--- src/rtl/pe_opsum_arbiter.sv ---
// Round-robin arbiter sharing the single GLB write port among NUM_PE PEs draining opsums.
// A granted PE keeps the port for its whole burst; each PE writes a contiguous GLB region
// starting at base + pe*(len+1).
// Optional: define OPSUM_RELU_EN to clamp negative opsums to zero on the way to the GLB.
module pe_opsum_arbiter #(
  parameter int unsigned NUM_PE = 4,
  parameter int unsigned DATA_W = 32,
  parameter int unsigned ADDR_W = 8,
  parameter int unsigned ID_W   = 2
) (
  input  logic                     clk,
  input  logic                     rst,
  input  logic                     start,
  input  logic [5:0]               cfg_len,
  input  logic [ADDR_W-1:0]        cfg_base,
  input  logic [NUM_PE-1:0]        pe_opsum_enable,
  input  logic [NUM_PE*DATA_W-1:0] pe_opsum,
  output logic [NUM_PE-1:0]        pe_opsum_ready,
  input  logic                     glb_ready,
  output logic                     glb_wen,
  output logic [ADDR_W-1:0]        glb_addr,
  output logic [DATA_W-1:0]        glb_wdata,
  output logic [ID_W-1:0]          grant_id,
  output logic                     busy,
  output logic                     all_done
);

  typedef enum logic [1:0] {StIdle, StArb, StXfer, StDone} state_e;

  state_e              state_q, state_d;
  logic [5:0]          len_q, beat_q;
  logic [ADDR_W-1:0]   base_q;
  logic [ID_W-1:0]     grant_q, rr_q;
  logic [NUM_PE-1:0]   done_q;

  logic                cand_vld;
  logic [ID_W-1:0]     cand_id;
  logic [NUM_PE-1:0]   grant_mask;
  logic                sel_en;
  logic [DATA_W-1:0]   sel_data;
  logic                beat, last_beat, all_fin;
  logic [ID_W-1:0]     rr_nxt;

  assign grant_mask = NUM_PE'(1) << grant_q;
  assign sel_en     = |(pe_opsum_enable & grant_mask);
  assign beat       = (state_q == StXfer) && sel_en && glb_ready;
  assign last_beat  = beat && (beat_q == len_q);
  assign all_fin    = &(done_q | grant_mask);
  assign rr_nxt     = (grant_q == ID_W'(NUM_PE - 1)) ? '0 : grant_q + 1'b1;
  assign grant_id   = grant_q;

  // Pick the first requesting, not-yet-finished PE at or after rr_q (circular scan).
  always_comb begin
    logic [ID_W:0]     p;
    logic [NUM_PE-1:0] avail_sh;
    cand_vld = 1'b0;
    cand_id  = '0;
    p        = '0;
    avail_sh = '0;
    for (int unsigned k = 0; k < NUM_PE; k++) begin
      p = {1'b0, rr_q} + (ID_W + 1)'(k);
      if (p >= (ID_W + 1)'(NUM_PE)) p = p - (ID_W + 1)'(NUM_PE);
      avail_sh = (pe_opsum_enable & ~done_q) >> p;
      if (!cand_vld && avail_sh[0]) begin
        cand_vld = 1'b1;
        cand_id  = p[ID_W-1:0];
      end
    end
  end

  // Mux out the granted PE's opsum.
  always_comb begin
    sel_data = '0;
    for (int unsigned i = 0; i < NUM_PE; i++) begin
      if (grant_q == ID_W'(i)) sel_data = pe_opsum[i*DATA_W +: DATA_W];
    end
  end

  // State register.
  always_ff @(posedge clk or posedge rst) begin
    if (rst) state_q <= StIdle;
    else     state_q <= state_d;
  end

  // Next-state logic; start is only honoured when no pass is running.
  always_comb begin
    state_d = state_q;
    unique case (state_q)
      StIdle, StDone: if (start) state_d = StArb;
      StArb:          if (cand_vld) state_d = StXfer;
      StXfer:         if (last_beat) state_d = all_fin ? StDone : StArb;
      default:        state_d = StIdle;
    endcase
  end

  // Pass configuration, grant, beat counter, done flags and round-robin pointer.
  always_ff @(posedge clk or posedge rst) begin
    if (rst) begin
      len_q   <= '0;
      base_q  <= '0;
      done_q  <= '0;
      grant_q <= '0;
      rr_q    <= '0;
      beat_q  <= '0;
    end else begin
      if ((state_q == StIdle || state_q == StDone) && start) begin
        len_q  <= cfg_len;
        base_q <= cfg_base;
        done_q <= '0;
      end
      if (state_q == StArb && cand_vld) begin
        grant_q <= cand_id;
        beat_q  <= '0;
      end
      if (beat) begin
        beat_q <= beat_q + 1'b1;
        if (last_beat) begin
          done_q <= done_q | grant_mask;
          rr_q   <= rr_nxt;
        end
      end
    end
  end

  // Outputs: the write port is only driven while a PE holds the grant.
  always_comb begin
    pe_opsum_ready = '0;
    glb_wen        = 1'b0;
    glb_addr       = '0;
    glb_wdata      = '0;
    busy           = (state_q == StArb) || (state_q == StXfer);
    all_done       = (state_q == StDone);
    if (state_q == StXfer) begin
      pe_opsum_ready = glb_ready ? grant_mask : '0;
      glb_wen        = beat;
      // Modular ADDR_W arithmetic gives the required wrap-around.
      glb_addr       = base_q + ADDR_W'(grant_q) * (ADDR_W'(len_q) + ADDR_W'(1))
                       + ADDR_W'(beat_q);
`ifdef OPSUM_RELU_EN
      glb_wdata      = sel_data[DATA_W-1] ? '0 : sel_data;
`else
      glb_wdata      = sel_data;
`endif
    end
  end

endmodule

--- config.mk ---
export PLATFORM = sky130hd
export DESIGN_NAME = pe_opsum_arbiter
export DESIGN_NICKNAME = d
export VERILOG_FILES = /design/src/rtl/pe_opsum_arbiter.sv
export SDC_FILE = /design/constraint.sdc
export NUM_CORES = 1
export LEC_CHECK = 0
export CORE_MARGIN = 2
export CORE_UTILIZATION = 30
export DETAILED_ROUTE_END_ITERATION = 12
export PLACE_DENSITY = 0.67
export SLEW_MARGIN = 10
export SYNTH_ARGS = -nofsm -noshare
export SYNTH_HDL_FRONTEND = slang
export SYNTH_SLANG_ARGS = --single-unit
--- constraint.sdc ---
create_clock -name clk -period 4 [get_ports clk]
set_clock_uncertainty 0.15 [all_clocks]
set_input_delay 0.8 -clock clk [delete_from_list [all_inputs] [get_ports clk]]
set_output_delay 0.8 -clock clk [all_outputs]
set_load 0.01 [all_outputs]
# Word level (Yosys, flattened, before mapping)
# Cells that the tools add are included.
[classes]
addsub = 12
bitwise = 4
reduce_logical = 21
mux = 32
n_shift = 5
magnitude_cmp = 4
mul = 1
n_eq_ne = 10
[op_table]
columns = ["op", "count"]
rows = [
  ["$mux 32", 5],
  ["$mux 4", 5],
  ["$mux 2", 9],
  ["$shr 4x3->1", 4],
  ["$mux 3", 4],
  ["$mux 6", 2],
  ["$ge 3x3->1 const B", 3],
  ["$sub 3x3->3 const B", 3],
  ["$add 8x6->8", 1],
  ["$add 8x8->8", 1],
  ["$and 4x4->4", 2],
  ["$eq 2x2->1 const B", 4],
  ["$logic_and 1x1->1", 8],
  ["$mul 2x7->8", 1],
  ["$mux 8", 1],
  ["$add 6x1->7 const B", 1],
  ["$add 2x2->3 const B", 2],
  ["$add 6x1->6 const B", 1],
  ["$eq 6x6->1", 1],
  ["$ne 2x2->1 const B", 3],
  ["$pmux 2 s3", 1],
  ["$mux 1", 5],
  ["$eq 2x1->1 const B", 2],
  ["$logic_not 2->1", 2],
  ["other kinds (15)", 18],
]
[totals]
regBits = 30
input_bits = 150
elab_cells = 96
output_inout_bits = 49

# Longest topological paths before layout
# Gate-level depths: netlist of the first run.
[logic_depth]
word_depth = 16
depth_mapped = 15
depth_no_buf = 15

# Worst setup path before layout of the first run
# No wires, ideal clock.
[synth_timing]
path_kind = "reg-to-output"
start = "register len_q[0]"
end = "output glb_addr[6]"
t_arrival_ns = 3.238
setup_slack_ns = -0.188
path_stages_with_launch = 15
required_ns = 3.050
path_buffers = 0
cell_sequence = "dfrtp_1 ha_1 xor2_1 and2_1 fa_1 inv_1 fa_1 inv_1 ha_1 a21o_1 a21oi_1 o21bai_1 a21oi_1 xnor2_1 and2_1"
[synth_between]
elab_chain_cells = 5
[synth_rtl]
columns = ["item", "line_no", "rtl"]
rows = [
  ["start, declared", "31", "logic [5:0] len_q, beat_q;"],
  ["start signal, assigned", "107", "len_q <= cfg_len;"],
  ["$add 6x1->7", "137", "glb_addr = base_q + ADDR_W'(grant_q) * (ADDR_W'(len_q) + ADDR_W'(1))"],
  ["$mul 2x7->8", "137", ""],
  ["$add 8x8->8", "137", ""],
  ["$add 8x6->8", "138", "+ ADDR_W'(beat_q);"],
  ["$mux 8", "133", "if (state_q == StXfer) begin"],
  ["end, declared", "21", "output logic [ADDR_W-1:0] glb_addr,"],
]
# No other way between the ends.

# Worst setup path after layout of the first run
[layout_timing]
start = "register len_q[0]"
end = "output glb_addr[7]"
# The elaborated chain is that of the path after synthesis.

==> metrics, run 1 <==
outcome finished with violations; violated checks negative setup slack; final-stage net count 883; count of synthesis-stage warnings from yosys 0; ranking of synthesized cells by area sky130_fd_sc_hd__dfrtp_1 (20%), sky130_fd_sc_hd__and2_1 (7.3%), sky130_fd_sc_hd__a22oi_1 (7.0%); share of Yosys cell area claimed by the top area cell type 0.205; required time at the endpoint of the critical path 3.05 ns; leakage power figure 2.76 nW; Worst EP arrival 3.52 ns; clock tree from TritonCTS built; routed wirelength normalized by instance count 16.2 um; portion of the clock cycle consumed by the worst path in the final layout 1.12; largest family of logic cells by synthesized area simple AND/OR/NAND/NOR gates; number of pins exceeding their max-slew limit in the final report 0; TritonCTS buffer count 5; number of max-cap violations 0; wire length of the first global-routing pass 20,800 um; worst ir drop on vdd 0.576 mV; largest delay contributor family on the critical path adder cells; cell accounting for the most synthesized area sky130_fd_sc_hd__dfrtp_1; post-layout utilization of the core 0.524; area growth from synthesis to layout 71.1%; placed inst area 6020 um^2; total number of placement rows 40; All-Layer GR Usage 0.198; count of unique library cells instantiated by Yosys 43; post-synthesis share of cell area spent on full adders, half adders and majority gates 0.134; headroom to the max-slew limit 0.275; kind of launch point of the worst setup path flop; area fraction in and, or, nand and nor cells after synthesis 0.243; Setup Viol. Count Final 5; area share of xor/xnor cells in the synthesized design 0.0430; dpl ws -0.648 ns; area of the core 12,000 um^2; CP peak stage delay 0.53 ns; share of synthesized registers carrying an async set or reset 1.00; maximum clock rate 224 MHz; Bufs on Longest Clock Path 2; count of cell instances traversed by the critical path 15; Post-synth EDFFs 0; number of antenna violations at the first check in global routing 0; Compound-Gate Fraction of Synth Area 0.224; die outline area 13,100 um^2; Critical Path, Cell by Cell buf_4 -> nand2b_1 -> fa_1 -> fa_1 -> inv_1 -> ha_2 -> inv_2 -> fa_2 -> nor2b_2 -> o21ai_1 -> nand2b_1 -> a31oi_2 -> xnor2_1 -> and2_1 -> buf_2; later-pin clock latency in the skew report 0.27 ns; Top-Level Pins 199; maximum number of pins on one net before global-route repair 69; routability cong. 0.865; end of the worst hold path base_q[5]; CTS Root Buffer Type sky130_fd_sc_hd__clkbuf_16; final worst-path setup slack -0.465 ns; hold buffers post-CTS 0; Power Total 3.94 mW; port buffer count 198; Design Area, Final 6270 um^2; share of post-route cells with drive strength above 1 0.130; synthesized area per cell 7.49 um^2; Slew @ Worst Pin 1.08 ns; Post-Synthesis Cell Area 3660 um^2; R2R setup slack 1.00 ns; number of synthesized register bits 30; cell count of the worst hold path 1; setup repair after global routing missed its margin true; mux share of post-synthesis cell area 0.0786; Post-Route Setup TNS -1.84 ns; Die Wd 115 um; critical path endpoint category primary output; number of clock sinks 30; Clock Pin Slew Worst Setup and Hold Paths 0.05 ns; Post-Synthesis Cells 489; Register-to-Register Path Depth 12; most used flip-flop cell after synthesis sky130_fd_sc_hd__dfrtp_1; antenna diode count 0; H-tree depth 2; overall overflow remaining after global route 0; RR Endpoint state_q[0]; worst min-delay path category reg -> reg; crit-path max FO 6; crit path buf inv count 4; power per standard cell area 628 nW/um^2; critical path start-end classification reg -> out; post-detail-place hpwl 10,700 um; Starting Density 0.306; launching point of the worst reg2reg path grant_id[1]; DRC violation count after routing 0; Post-Layout Cell Count 848; first-pass iteration count of the detailed router 4; # placed instances 836; total nets after synthesis 671; Die H 115 um; vias post-DR 4,233; post-DR vias/cell 4.99; share of the yosys chip area belonging to registers 0.205; hold slack 0.352 ns; DRC violation total after the first TritonRoute iteration 201; Hold Crit Start base_q[5]; Crit-path slowest cell sky130_fd_sc_hd__fa_1; remaining number of nets flagged by the antenna check after routing 0; via count of the first global-routing pass 4,105; shortest period the worst path allows 4.47 ns; routed wire length 13,800 um; Final Hold Fails 0; number of fillers in the final layout 1,156
==> how the worst max path moves through the flow <==
stage / from / to / slack, ns
after global placement: len_q[1] / glb_addr[6] / -0.58
final: len_q[0] / glb_addr[7] / -0.47
after detailed placement: len_q[0] / glb_addr[7] / -0.65
after CTS: len_q[1] / glb_addr[6] / -0.52
after global routing: len_q[0] / glb_addr[7] / -0.65
after floorplan: len_q[0] / glb_addr[6] / -0.05
==> state kept, by name (all words and copies together) (netlist names) <==
name / cells
base_q: 8
beat_q: 6
len_q: 6
done_q: 4
grant_id: 2
rr_q: 2
state_q: 2
==> report_power, final <==
group,internal (mW),switching [mW],leakage [nW]
sequential,0.406,0.0931,0.379
combinational,1.60,1.50,2.32
clock,0.226,0.118,0.0640
==> area by class of cell <==
cell class	count	area, um^2	share of cell area
tap	147	184	0.0293
inverter	36	138	0.0220
sequential	30	752	0.120
multi-input combinational	391	2730	0.436
timing repair buffer	237	2330	0.371
clock buffer	7	133	0.0212
==> cells by family after synthesis <==
group / Yosys count
and+or+nand+nor: 183
buffers and inverters: 68
AOI/OAI and AO/OA: 135
muxes: 23
DFF: 30
adders and majority gates: 32
xor gates and xnor gates: 18
==> metal layers <==
layer  track usage  share of wire  vias to the layer above
li1              -              -                     2091
met1         0.250           0.43                     1987
met2         0.355           0.50                      139
met3        0.0323          0.059                       16
met4        0.0407          0.013                        0
met5             0              0                        -
==> what timing repair did <==
item                                    4_1_cts  5_1_grt
pin swaps                                    11       10
cloned                                        0        1
endpoints found under the setup margin        7       39
setup buffers                                 4        1
gates resized for setup                      31       16
==> cells in the mapped netlist, drive strengths merged, types with 2 or more instances <==
| cell | instances |
|---|---|
| nor2b | 9 |
| ha | 20 |
| o31ai | 2 |
| mux4 | 3 |
| and3 | 6 |
| nand3b | 2 |
| nand3 | 6 |
| a22oi | 34 |
| xor2 | 12 |
| o22ai | 2 |
| mux2i | 4 |
| nand2b | 7 |
| a21oi | 38 |
| o21ai | 45 |
| and2 | 43 |
| buf | 5 |
| inv | 36 |
| xnor2 | 6 |
| clkbuf | 27 |
| dfrtp | 30 |
| nor3 | 5 |
| a31oi | 3 |
| a21o | 4 |
| nand2 | 49 |
| nor2 | 52 |
| o32ai | 2 |
| fa | 12 |
| nand4 | 2 |
| mux2 | 16 |
==> cell usage in the layout, fill, tap and decap left out, drive strengths merged, types with 2 or more instances in the layout <==
| cell type | n |
|---|---|
| o21ai | 45 |
| xnor2 | 6 |
| fa | 12 |
| clkbuf | 8 |
| o22ai | 2 |
| clkdlybuf4s50 | 186 |
| nor3 | 5 |
| a21oi | 38 |
| buf | 43 |
| a21o | 4 |
| and3 | 6 |
| a22oi | 34 |
| nor2b | 9 |
| dlymetal6s2s | 6 |
| a31oi | 3 |
| mux2 | 16 |
| ha | 20 |
| inv | 35 |
| nand3b | 2 |
| nand3 | 6 |
| nand2b | 7 |
| o32ai | 2 |
| mux2i | 4 |
| nand4 | 2 |
| nand2 | 49 |
| mux4 | 3 |
| xor2 | 12 |
| nor2 | 52 |
| dfrtp | 30 |
| o31ai | 2 |
| and2 | 43 |
Note: power is estimated with default switching activity, not from simulation.
==> run 2: changes to the inputs <==
Settings changed: PLACE_DENSITY 0.67 to unset.
Clock period 4 ns to 4.86 ns, I/O delays scaled along.
==> run 2 against run 1 <==
Net effect: the flow now finishes without violations; worst hold slack better by 0.0047 ns; power down 25%; combinational power down 28%; via count down 0.31%; clock power down 16%; cell area down 3.8%; register-to-register slack better by 0.27 ns; sequential share of layout area up 0.45 points; sequential power down 14%; clock-buffer cell count unchanged; critical endpoint is now glb_addr[4].
==> metrics, run 2 (synthesized netlist as in run 1, its figures left out) <==
outcome finished, final reports clean; Top-Level Pins 199 (unchanged); Sw Ratio 0.449 (+0.0159); final-stage net count 863 (-2.3%); launching point of the worst reg2reg path grant_id[1]; Clock Pin Slew Worst Setup and Hold Paths 0.05 ns (about the same); power per standard cell area 488 nW/um^2 (-22%); Hold Crit Start base_q[4]; later-pin clock latency in the skew report 0.27 ns (about the same); Die H 115 um (unchanged); Register-to-Register Path Depth 11 (-1); number of max-cap violations 0 (unchanged); DRC violation count after routing 0 (unchanged); Bufs on Longest Clock Path 2 (unchanged); post-detail-place hpwl 11,200 um (+4.4%); maximum number of pins on one net before global-route repair 66 (-4.3%); cell internal power dissipation 1.62 mW (-27%); met3 usage in global routing 0.0376 (+0.00529); commonest non-fill, non-tap cells in the layout sky130_fd_sc_hd__clkdlybuf4s50_1 (193), sky130_fd_sc_hd__nor2_1 (52), sky130_fd_sc_hd__nand2_1 (49); Crit-path slowest cell sky130_fd_sc_hd__fa_1; setup repair after global routing missed its margin true; max reg flops 8 (unchanged); area growth from synthesis to layout 64.7%; portion of the clock cycle consumed by the worst path in the final layout 0.971; routed wire length 14,200 um (+3.0%); headroom to the max-slew limit 0.475 (+0.199); wire length of the first global-routing pass 21,800 um (+4.9%); crit path buf inv count 4 (unchanged); vias post-DR 4,220 (-0.31%); remaining number of nets flagged by the antenna check after routing 0 (unchanged); crit-path max FO 2 (-4); met2 Resource Use GR 0.383 (+0.0284); largest register by flop count base_q; required time at the endpoint of the critical path 3.74 ns (+0.69 ns); Worst EP arrival 3.60 ns (+0.08 ns); hold buffers post-CTS 0 (unchanged); Post-Route Setup TNS 0 ns (+1.84 ns); via count of the first global-routing pass 4,218 (+2.8%); Post-Layout Cell Count 831 (-2.0%); clock network power share 0.098 (+0.011); total number of placement rows 40 (unchanged); most common library cell in the layout ignoring fill and taps sky130_fd_sc_hd__clkdlybuf4s50_1; critical path endpoint category primary output; number of antenna violations at the first check in global routing 1 (+1); number of clock sinks 30 (unchanged); overall overflow remaining after global route 0 (unchanged); combinational cell fraction of total power 0.757 (-0.029); kind of launch point of the worst setup path flop; most heavily used metal layer in global routing met2; port buffer count 198 (unchanged); met1 Resource Use GR 0.253 (+0.00287); share of post-route cells with drive strength above 1 0.0910 (-0.0388); area of the core 12,000 um^2 (unchanged); Critical Path, Cell by Cell ha_4 -> xor2_2 -> and2_1 -> fa_1 -> inv_2 -> fa_1 -> inv_1 -> ha_1 -> a21o_1 -> a21oi_2 -> buf_4 -> xnor2_1 -> and2_1 -> dlygate4sd2_1; DRC violation total after the first TritonRoute iteration 336 (+67%); worst ir drop on vdd 0.512 mV (-11%); largest delay contributor family on the critical path adder cells; maximum clock rate 212 MHz; routed wirelength normalized by instance count 17.1 um (+5.1%); All-Layer GR Usage 0.210 (+0.0120); # placed instances 818 (-2.2%); RR Endpoint state_q[0]; first-pass iteration count of the detailed router 5 (+1); worst min-delay path category reg -> reg; post-DR vias/cell 5.08 (+1.7%); end of the worst hold path base_q[4]; Starting Density 0.306 (unchanged); clock tree from TritonCTS built; net switching component of the power 1.32 mW (-22%); critical path start-end classification reg -> out; Setup Viol. Count Final 0 (-5); leakage power figure 2.56 nW (-7.4%); cell count of the worst hold path 1 (unchanged); biggest registers after layout base_q (8), beat_q (6), len_q (6); sequential share of power 0.145 (+0.018); shortest period the worst path allows 4.72 ns; Slew @ Worst Pin 0.788 ns (-0.293 ns); R2R setup slack 1.27 ns (+0.27 ns); CP peak stage delay 0.57 ns (+0.04 ns); routability cong. 0.853 (-1.5%); Final Hold Fails 0 (unchanged); H-tree depth 2 (unchanged); CTS Root Buffer Type sky130_fd_sc_hd__clkbuf_16; Power Total 2.94 mW (-25%); Die Wd 115 um (unchanged); TritonCTS buffer count 5 (unchanged); number of pins exceeding their max-slew limit in the final report 0 (unchanged); die outline area 13,100 um^2 (unchanged)
[run 2: worst reg2reg max path, stage by stage, from the launching register on]
cell	delay [ns]
sky130_fd_sc_hd__dfrtp_1	0.48
sky130_fd_sc_hd__inv_1	0.12
sky130_fd_sc_hd__buf_4	0.16
sky130_fd_sc_hd__ha_1	0.68
sky130_fd_sc_hd__buf_4	0.38
sky130_fd_sc_hd__a22oi_1	0.10
sky130_fd_sc_hd__a21o_1	0.30
sky130_fd_sc_hd__inv_2	0.21
sky130_fd_sc_hd__nand4_1	0.23
sky130_fd_sc_hd__and2_1	0.25
sky130_fd_sc_hd__nor3_1	0.24
sky130_fd_sc_hd__mux2i_1	0.22
[run 2: layout make-up]
cell class	instances	area (um^2)
fillers	1164	5930
multi-input cells	391	2690
repair buffers	217	2130
flip-flops and latches	30	751
well taps	147	184
inverters	36	138
clock buffers	7	133
diodes	3	7.51
[run 2: per-layer routing]
metal | wire length (um) | share of wire | up-vias
li1 | - | - | 2051
met1 | 5700 | 0.40 | 2001
met2 | 7400 | 0.52 | 154
met3 | 888 | 0.063 | 14
met4 | 182 | 0.013 | 0
met5 | 0 | 0 | -
[run 2: worst max path at each step]
stage	from	end	slack (ns)	cells after the start
6_report	len_q[1]	glb_addr[4]	0.14	14
5_1_grt	len_q[0]	glb_addr[7]	-0.03	15
4_1_cts	len_q[0]	glb_addr[7]	0.006	15
3_5_place_dp	len_q[0]	glb_addr[6]	-0.06	15
3_3_place_gp	len_q[0]	glb_addr[6]	-0.01	15
2_1_floorplan	len_q[0]	glb_addr[6]	0.50	14
[run 2: what timing repair did]
item / 4_1_cts / 5_1_grt
pin swaps: 3 / 10
endpoints found under the setup margin: 4 / 4
buffers inserted: 2 / 1
gates resized for setup: 10 / 14
endpoints found under the hold margin: 0 / 0
[run 2: power by group through the flow]
stage | Clock [mW] | Sequential [mW] | Combinational [mW]
after global routing | 0.308 | 0.440 | 2.52
after CTS | 0.293 | 0.420 | 2.22
after floorplan | 0 | 0.407 | 1.40
after detailed placement | 0 | 0.424 | 2.17
after global placement | 0 | 0.421 | 2.13
final | 0.288 | 0.427 | 2.23
[run 2: through the flow]
step	hold slack [ns]	area [um^2]	util	setup WS (ns)
global placement	0.342	5840	0.488	-0.0114
detailed placement	0.351	5840	0.488	-0.0636
global route	0.381	6030	0.504	-0.0313
finish	0.357	6030	0.504	0.141
floorplan	0.329	3660	-	0.500
CTS	0.362	6000	0.501	0.00610
==> run 3: changes to the inputs <==
Settings changed: TNS_END_PERCENT set to 20.
==> run 3 against run 2 <==
Net effect: cell area stayed put; sequential power about the same; setup slack worse by 0.019 ns; global-route usage unchanged; first-iteration DRC count fell by 1.2%; non-clock buffer count unchanged; power down 0.11%; critical endpoint unchanged; worst hold slack is essentially flat; highest routed layer unchanged; register-to-register slack barely moved.
==> metrics, run 3 (synthesized netlist as in run 1, its figures left out) <==
H-tree depth 2 (unchanged); # placed instances 818 (unchanged); power per standard cell area 487 nW/um^2 (-0.11%); port buffer count 198 (unchanged); number of max-cap violations 0 (unchanged); routed wirelength normalized by instance count 17.1 um (about the same); setup repair after global routing missed its margin true; worst ir drop on vdd 0.512 mV (+0.13%); Final Hold Fails 0 (unchanged); critical path start-end classification reg -> out; RR Endpoint state_q[0]; cell internal power dissipation 1.62 mW (-0.14%); number of pins exceeding their max-slew limit in the final report 0 (unchanged); CP peak stage delay 0.58 ns (about the same); Bufs on Longest Clock Path 2 (unchanged); kind of launch point of the worst setup path flop; overall overflow remaining after global route 0 (unchanged); Setup Viol. Count Final 0 (unchanged); area growth from synthesis to layout 64.7% (unchanged); vias post-DR 4,210 (-0.24%); Critical Path, Cell by Cell ha_4 -> xor2_2 -> and2_1 -> fa_1 -> inv_1 -> fa_1 -> inv_1 -> ha_1 -> a21o_1 -> a21oi_2 -> buf_4 -> xnor2_1 -> and2_1 -> dlygate4sd2_1; post-detail-place hpwl 11,200 um (unchanged); Slew @ Worst Pin 0.788 ns (-0.000192 ns); final-stage net count 863 (unchanged); All-Layer GR Usage 0.210 (unchanged); Worst EP arrival 3.62 ns (+0.02 ns); total number of placement rows 40 (unchanged); end of the worst hold path base_q[4]; area of the core 12,000 um^2 (unchanged); wire length of the first global-routing pass 21,800 um (unchanged); maximum number of pins on one net before global-route repair 66 (unchanged); net switching component of the power 1.32 mW (about the same); first-pass iteration count of the detailed router 5 (unchanged); shortest period the worst path allows 4.74 ns (+0.0192 ns); portion of the clock cycle consumed by the worst path in the final layout 0.975 (+0.00394); critical path endpoint category primary output; outcome finished, final reports clean; launching point of the worst reg2reg path grant_id[1]; Die Wd 115 um (unchanged); Die H 115 um (unchanged); most common library cell in the layout ignoring fill and taps sky130_fd_sc_hd__clkdlybuf4s50_1; headroom to the max-slew limit 0.475 (about the same); post-DR vias/cell 5.07 (-0.24%); Crit-path slowest cell sky130_fd_sc_hd__fa_1; Sw Ratio 0.449 (about the same); largest register by flop count base_q; CTS Root Buffer Type sky130_fd_sc_hd__clkbuf_16; TritonCTS buffer count 5 (unchanged); via count of the first global-routing pass 4,218 (unchanged); die outline area 13,100 um^2 (unchanged); Top-Level Pins 199 (unchanged); largest delay contributor family on the critical path adder cells; number of clock sinks 30 (unchanged); clock network power share 0.098 (about the same); DRC violation count after routing 0 (unchanged); Starting Density 0.306 (unchanged); maximum clock rate 211 MHz (-0.40%); cell count of the worst hold path 1 (unchanged); leakage power figure 2.56 nW (about the same); DRC violation total after the first TritonRoute iteration 332 (-1.2%); R2R setup slack 1.27 ns (about the same); crit path buf inv count 4 (unchanged); remaining number of nets flagged by the antenna check after routing 0 (unchanged); max reg flops 8 (unchanged); biggest registers after layout base_q (8), beat_q (6), len_q (6); crit-path max FO 2 (unchanged); routed wire length 14,200 um (about the same); Hold Crit Start base_q[4]; dpl ws -0.0636 ns (unchanged); number of antenna violations at the first check in global routing 1 (unchanged); Clock Pin Slew Worst Setup and Hold Paths 0.05 ns (about the same); routability cong. 0.853 (unchanged); Post-Layout Cell Count 831 (unchanged); share of post-route cells with drive strength above 1 0.0896 (-0.00147); combinational cell fraction of total power 0.756 (about the same); Register-to-Register Path Depth 11 (unchanged); worst min-delay path category reg -> reg; commonest non-fill, non-tap cells in the layout sky130_fd_sc_hd__clkdlybuf4s50_1 (193), sky130_fd_sc_hd__nor2_1 (52), sky130_fd_sc_hd__nand2_1 (49); clock tree from TritonCTS built; number of fillers in the final layout 1,164 (unchanged); final worst-path setup slack 0.121 ns (-0.0192 ns); hold buffers post-CTS 0 (unchanged); sequential share of power 0.145 (about the same); later-pin clock latency in the skew report 0.27 ns (about the same); required time at the endpoint of the critical path 3.74 ns (about the same)
run 3: changes by cell type in the layout (fill, tap and decap cells not counted):
cell	previous run	this run
sky130_fd_sc_hd__inv_1	33	34
sky130_fd_sc_hd__inv_2	2	1
run 3: worst max path at each step:
| stage | start | to | slack, ns | depth (start not counted) |
|---|---|---|---|---|
| after floorplan | len_q[0] | glb_addr[6] | 0.50 | 14 |
| after global placement | len_q[0] | glb_addr[6] | -0.01 | 15 |
| after detailed placement | len_q[0] | glb_addr[6] | -0.06 | 15 |
| after CTS | len_q[0] | glb_addr[7] | 0.006 | 15 |
| after global routing | len_q[0] | glb_addr[7] | -0.03 | 15 |
| final | len_q[1] | glb_addr[4] | 0.12 | 14 |
run 3: what timing repair did:
item | CTS | global route
pin swaps | 3 | 8
buffers inserted | 2 | 1
endpoints found under the setup margin | 4 | 4
hold endpoints to repair | 0 | 0
resized for setup | 10 | 13
run 3: power by group through the flow:
stage / Sequential, mW / Combinational (mW) / Clock, mW
global route: 0.440 / 2.52 / 0.308
global placement: 0.421 / 2.13 / 0
CTS: 0.420 / 2.22 / 0.293
floorplan: 0.407 / 1.40 / 0
finish: 0.427 / 2.22 / 0.289
detailed placement: 0.424 / 2.17 / 0
run 3: stage by stage:
| stage | TNS (ns) | utilization | area (um^2) | hold WS (ns) | total power, mW |
|---|---|---|---|---|---|
| 6_report | 0 | 0.504 | 6030 | 0.357 | 2.94 |
| 4_1_cts | 0 | 0.501 | 6000 | 0.362 | 2.93 |
| 3_3_place_gp | -0.0114 | 0.488 | 5840 | 0.342 | 2.55 |
| 2_1_floorplan | 0 | - | 3660 | 0.329 | 1.81 |
| 5_1_grt | -0.0810 | 0.504 | 6030 | 0.381 | 3.27 |
| 3_5_place_dp | -0.0943 | 0.488 | 5840 | 0.351 | 2.59 |
run 3: layout make-up:
class,count,area (um^2),share of cell area
timing repair buffer,217,2130,0.353
tap,147,184,0.0305
antenna,3,7.51,0.00124
sequential,30,751,0.124
multi-input combinational,391,2690,0.446
inverter,36,138,0.0228
clock buffer,7,133,0.0220
run 3: routing by layer:
| metal | up-vias | share of wire | global-route usage |
|---|---|---|---|
| met2 | 148 | 0.52 | 0.383 |
| met4 | 0 | 0.016 | 0.0545 |
| met1 | 1994 | 0.40 | 0.253 |
| li1 | 2052 | - | - |
| met5 | - | 0 | 0 |
| met3 | 16 | 0.061 | 0.0376 |
